`config.mk`:
```
export PLATFORM = sky130hd
export DESIGN_NAME = jw_write_arbiter
export DESIGN_NICKNAME = d
export VERILOG_FILES = /design/src/rtl/jw_write_arbiter.sv
export SDC_FILE = /design/constraint.sdc
export NUM_CORES = 1
export LEC_CHECK = 0
export BUFFER_PORTS_ARGS = -buffer_cell sky130_fd_sc_hd__buf_2
export CORE_MARGIN = 2
export CORE_UTILIZATION = 41
export DETAILED_ROUTE_END_ITERATION = 8
export HOLD_SLACK_MARGIN = 0.1
export PLACE_DENSITY = 0.78
export SKIP_CTS_REPAIR_TIMING = 1
export SYNTH_ARGS = -nofsm -noshare
export SYNTH_HDL_FRONTEND = slang
export SYNTH_SLANG_ARGS = --single-unit
```
`constraint.sdc`:
```
create_clock -name clk -period 2.2 [get_ports clk]
set_input_delay 0.11 -clock clk [delete_from_list [all_inputs] [get_ports clk]]
set_output_delay 0.11 -clock clk [all_outputs]
set_load 0.03 [all_outputs]
```
`src/rtl/jw_write_arbiter.sv`:
```
// jw_write_arbiter: round-robin share of one memory write port among Julia workers; JW_ARB_TIMEOUT_EN abandons writes stuck on mc_busy
module jw_write_arbiter #(
  parameter int NUM_WORKERS = 4,
  parameter int ADDR_W      = 19,
  parameter int DATA_W      = 8,
  parameter int TIMEOUT_CYC = 255
) (
  input  logic                          clk,
  input  logic                          rst,
  input  logic [NUM_WORKERS-1:0]        wr_req_i,
  input  logic [NUM_WORKERS*ADDR_W-1:0] wr_addr_i,
  input  logic [NUM_WORKERS*DATA_W-1:0] wr_data_i,
  output logic [NUM_WORKERS-1:0]        wr_ack_o,
  input  logic                          mc_busy_i,
  output logic                          mc_wr_en_o,
  output logic [ADDR_W-1:0]             mc_addr_o,
  output logic [DATA_W-1:0]             mc_data_o,
  output logic [$clog2(NUM_WORKERS)-1:0] grant_id_o,
  output logic                          arb_busy_o,
  output logic                          mc_timeout_o
);
  localparam int IW = $clog2(NUM_WORKERS);
  typedef enum logic [1:0] {IDLE, ISSUE, ACK} state_t;
  state_t state_q, state_d;
  logic [IW-1:0] last_q, last_d, grant_q, grant_d, sel;
  logic [ADDR_W-1:0] addr_q, addr_d;
  logic [DATA_W-1:0] data_q, data_d;
  logic found, wr_en_q, wr_en_d, abort;
  if (NUM_WORKERS < 2 || NUM_WORKERS > 16) begin : g_bad_workers
    $error("NUM_WORKERS must be 2..16");
  end
  if (TIMEOUT_CYC < 1) begin : g_bad_timeout
    $error("TIMEOUT_CYC must be at least 1");
  end
`ifdef JW_ARB_TIMEOUT_EN
  localparam int CW = $clog2(TIMEOUT_CYC + 1) > 8 ? $clog2(TIMEOUT_CYC + 1) : 8;
  logic [CW-1:0] cnt_q, cnt_d;
  logic to_q;
  assign abort = state_q == ISSUE && !wr_en_q && mc_busy_i && cnt_q + CW'(1) == CW'(TIMEOUT_CYC);
  // Busy-wait counter is zero outside ISSUE, so it restarts on every ISSUE entry
  always_comb cnt_d = state_q != ISSUE ? '0 : (!wr_en_q && mc_busy_i) ? cnt_q + CW'(1) : cnt_q;
  // Counter and sticky timeout flag (cleared only by reset)
  always_ff @(posedge clk or posedge rst)
    if (rst) begin
      cnt_q <= '0;
      to_q  <= 1'b0;
    end else begin
      cnt_q <= cnt_d;
      to_q  <= to_q | abort;
    end
  assign mc_timeout_o = to_q;
`else
  assign abort        = 1'b0;
  assign mc_timeout_o = 1'b0;
`endif
  // Round-robin search starting just after the last granted worker
  always_comb begin
    found = 1'b0;
    sel   = '0;
    for (int k = 1; k <= NUM_WORKERS; k++)
      if (!found && wr_req_i[(int'(last_q) + k) % NUM_WORKERS]) begin
        found = 1'b1;
        sel   = IW'((int'(last_q) + k) % NUM_WORKERS);
      end
  end
  // State register
  always_ff @(posedge clk or posedge rst)
    if (rst) state_q <= IDLE;
    else     state_q <= state_d;
  // Next state: ISSUE leaves once the strobe has gone out (or the wait was abandoned)
  always_comb
    state_d = state_q == IDLE  ? (found ? ISSUE : IDLE) :
              state_q == ISSUE ? ((wr_en_q || abort) ? ACK : ISSUE) : IDLE;
  // Datapath next values; busy is sampled a cycle ahead so the strobe is a clean register output
  always_comb begin
    grant_d = state_q == IDLE && found ? sel : grant_q;
    addr_d  = state_q == IDLE && found ? wr_addr_i[sel*ADDR_W +: ADDR_W] : addr_q;
    data_d  = state_q == IDLE && found ? wr_data_i[sel*DATA_W +: DATA_W] : data_q;
    wr_en_d = (state_q == IDLE && found) || (state_q == ISSUE && !wr_en_q) ? !mc_busy_i : 1'b0;
    last_d  = state_q == ACK ? grant_q : last_q;
  end
  // Datapath registers; pointer resets so worker 0 wins first
  always_ff @(posedge clk or posedge rst)
    if (rst) begin
      grant_q <= '0;
      addr_q  <= '0;
      data_q  <= '0;
      wr_en_q <= 1'b0;
      last_q  <= IW'(NUM_WORKERS - 1);
    end else begin
      grant_q <= grant_d;
      addr_q  <= addr_d;
      data_q  <= data_d;
      wr_en_q <= wr_en_d;
      last_q  <= last_d;
    end
  // Moore outputs decoded from state
  always_comb begin
    wr_ack_o   = state_q == ACK ? NUM_WORKERS'(1) << grant_q : '0;
    arb_busy_o = state_q != IDLE;
  end
  assign mc_wr_en_o = wr_en_q;
  assign mc_addr_o  = addr_q;
  assign mc_data_o  = data_q;
  assign grant_id_o = grant_q;
endmodule

```
==> summary.md <==
| Metric | Value |
|---|---|
| Fin Clk Skew | 0.00236 ns |
| Hold Path Class | input pin to register |
| Actual slew at the worst max-slew pin | approximately 0.89 ns |
| CP delay by family, top | simple AND/OR/NAND/NOR gates |
| Peak Freq | 0.505 GHz |
| Clock power frac | 12.3% |
| Die X | between 70 and 80 microns |
| Max FO, Critical Path | 27 |
| Crit. End Element | register |
| Pwr Total | 3780 uW |
| Pins Over Slew Limit | 0 |
| Max Cap Violations | 0 |
| Clk_lat worst skew | roughly 0.28 ns |
| Via count | 2055 |
| Power density over the cells | approximately 1300 nW/um^2 |
| Layout cells sized above 1 | 48.1% |
| Max transition margin | between 40% and 50% |
| Worst EP arrival | between 2 and 2.5 ns |
| DP HPWL | 4.24 mm |
| Yosys reg bits | 34 |
| GR Util All Layers | around 18% |
| CP bufs+invs | 0 |
| Int Power | about 2000 uW |
| Setup CP Type | register to register |
| Switching share of power | 46.6% |
| Final period util | 90.1% |
| Antenna-violating nets left | 0 |
| Maximum vdd drop | roughly 770 uV |
| CTS Sinks | 34 |
| Reg area | about 850 sq um |
| Minimum clock period | around 2.0 ns |
| Synth-to-Final Area Change | 40.6% |
| Final WS setup | approximately 0.22 ns |
| Final Hold Fails | 0 |
| Post-synth EDFFs | 0 |
| Outcome | finished, final reports clean |
| Remaining global-route overflow | 0 |
| Sequential share of the synthesized area | between 40% and 50% |
| Hold Worst Slack | roughly 0.15 ns |
| First-pass GRT wire length | 8.06 mm |
| 1st-iter DRT viols | 31 |
| Switching pwr | 1760 uW |
| Setup crit start kind | register |
| Wirelength, routed | around 5.5 mm |
| Multi-input gate area | about 1100 sq um |
| CTS root buf | clkbuf_8 |
| Count of input and output buffers | about 150 |
| Reg power frac | 30.2% |
| Crit-path cells | a31oi_1 > a21oi_1 > or2_1 > o221ai_1 |
| Number of CTS-inserted buffers | 5 |
| Primary FF master, synth | dfrtp_1 |
| Library cells used by synthesis | 28 |
| Commonest cells post-synth | 55 x mux2i_1, 36 x nand2_1, 32 x dfrtp_1 |
| Post-Syn Area | roughly 2100 sq um |
| N_diodes | 0 |
| Leading area contributor after synthesis | dfrtp_1 |
| Critical path's slowest cell | or2_1 |
| CTS tree | done |
| Vias in the first global route | about 1900 |
| Setup WS pre-CTS | about 0.16 ns |
| RSZ-0062 raised after global routing | no |
| CTS max path bufs | 2 |
| Count leader, synth | mux2i_1 |
| Initial Util | between 40% and 50% |
| Drt first pass iters | 4 |
| Share of synthesized registers carrying an async set or reset | 100% |
| Avg Vias per Cell | 4.93 |
| Syn_area_per_cell | 10.7 sq um |
| Final setup viols | 0 |
| Combinational fraction of design power | around 58% |
| Placer Congestion | around 0.8 |
| Die area | between 5000 and 6000 sq um |
| Cell Rows | 26 |
| DRC Markers | 0 |
| Die Y | roughly 76 microns |
| Syn Inst Count | ~200 |
| Std-Cell Core Area | approximately 5000 sq um |
| Top post-synthesis cells by area | dfrtp_1 38%, mux2i_1 26%, o221ai_1 11%, nand2_1 6.4%, buf_12 4.8% |
| P_leak | ~0.0017 uW |
| Worst EP required | roughly 2.3 ns |
| Top-Level Pins | between 150 and 200 |
| Largest net degree at the start of global routing | 56 |
| Post-Syn Nets | between 300 and 400 |
| H-tree Lvls | 2 |
| Clk pin slew, worst setup/hold paths | roughly 0.07 ns |
| Filler Cell Count | roughly 430 |
| Crit-path max cell delay | between 0.7 and 0.8 ns |
| Total negative slack | 0 ns |
| Warnings from Yosys | 0 |
| DR WL/cell | 13.2 microns |
| Initial antenna violation count | 0 |
| Layout net count | 461 |
| Post-synth top area share | 38.0% |
[cell type report]
class | count | area share [%]
Multi-Input combinational cell | 145 | 36.9
Sequential cell | 34 | 28.8
Timing Repair Buffer | 157 | 27.8
Tap cell | 70 | 2.96
Clock buffer | 7 | 2.92
Inverter | 3 | 0.380
Clock inverter | 1 | 0.169
[worst reg2reg max path, cell delays in order, from the launching register on]
cell      delay (ns)
dfstp_2         0.59
a31oi_1         0.10
a21oi_1         0.16
or2_1           0.71
o221ai_1        0.26
[per-stage QoR]
stage                     instance area, sq um  utilization, %  instances
after floorplan                           2110               -        197
after global placement                    2850            56.5        407
after detailed placement                  2850            56.5        407
after CTS                                 2940            58.3        415
after global routing                      2960            58.7        417
final                                     2960            58.7        417
[power groups by stage]
stage               sequential (uW)  clock (uW)  combinational [uW]
detailed placement             1150           0                2220
CTS                            1140         489                2210
finish                         1140         464                2180
global placement               1140           0                2150
floorplan                      1640           0                1210
global route                   1180         517                2390
[state kept, by name, indices dropped and copies added, names as in the netlist]
name / count
grant_id_o: 2
mc_wr_en_o: 1
mc_data_o: 8
state_q: 2
mc_addr_o: 19
last_q: 2
[path summary, 6_finish.rpt]
path	cells after the start	end	start	slack [ns]
min in group asynchronous	3	mc_addr_o[7]$_DFFE_PP0P_	rst	0.55
min reg2reg	2	mc_data_o[1]$_DFFE_PP0P_	mc_data_o[1]$_DFFE_PP0P_	0.48
max reg2reg	4	mc_addr_o[6]$_DFFE_PP0P_	last_q[1]$_DFFE_PP1P_	0.22
max in group asynchronous	4	mc_addr_o[2]$_DFFE_PP0P_	rst	1.02
min	3	mc_addr_o[12]$_DFFE_PP0P_	wr_addr_i[50]	0.15
max	4	mc_addr_o[6]$_DFFE_PP0P_	last_q[1]$_DFFE_PP1P_	0.22
[logic make-up (layout without fill, tap and decap cells)]
kind of cell           Yosys count  count (layout)  share of synthesized area, %
AO/OA/AOI/OAI                   33              33                          13.2
buffers and inverters           18             168                          8.08
flip-flops                      34              34                          40.5
multiplexers                    56              56                          26.7
other                            1               1                         0.178
AND/OR/NAND/NOR                 55              55                          11.3
[routing by layer]
| metal | vias to the layer above | wire length [microns] | global-route usage [%] |
|---|---|---|---|
| met3 | 2 | 331 | 5.42 |
| met2 | 86 | 2820 | 34.1 |
| li1 | 1025 | - | - |
| met5 | - | 0 | 0 |
| met1 | 942 | 2310 | 20.7 |
| met4 | 0 | 19 | 5.07 |
[layout by cell type (no fill, tap or decap)]
master,instances
buf_2,149
mux2i_1,55
nand2_1,36
dfrtp_1,32
o221ai_1,27
nor2_1,7
clkbuf_8,6
buf_4,5
inv_1,3
a21oi_1,3
nand2b_1,3
nor2b_1,2
dlygate4sd3_1,2
dfstp_2,2
a31oi_1,1
or2_1,1
and2b_1,1
nand2b_2,1
o221ai_4,1
nand3_1,1
mux2_2,1
nor3_1,1
nor3b_1,1
and3_1,1
o21ai_0,1
conb_1,1
clkinv_2,1
clkbuf_1,1
buf_12,1
(Power assumes the default switching activity.)
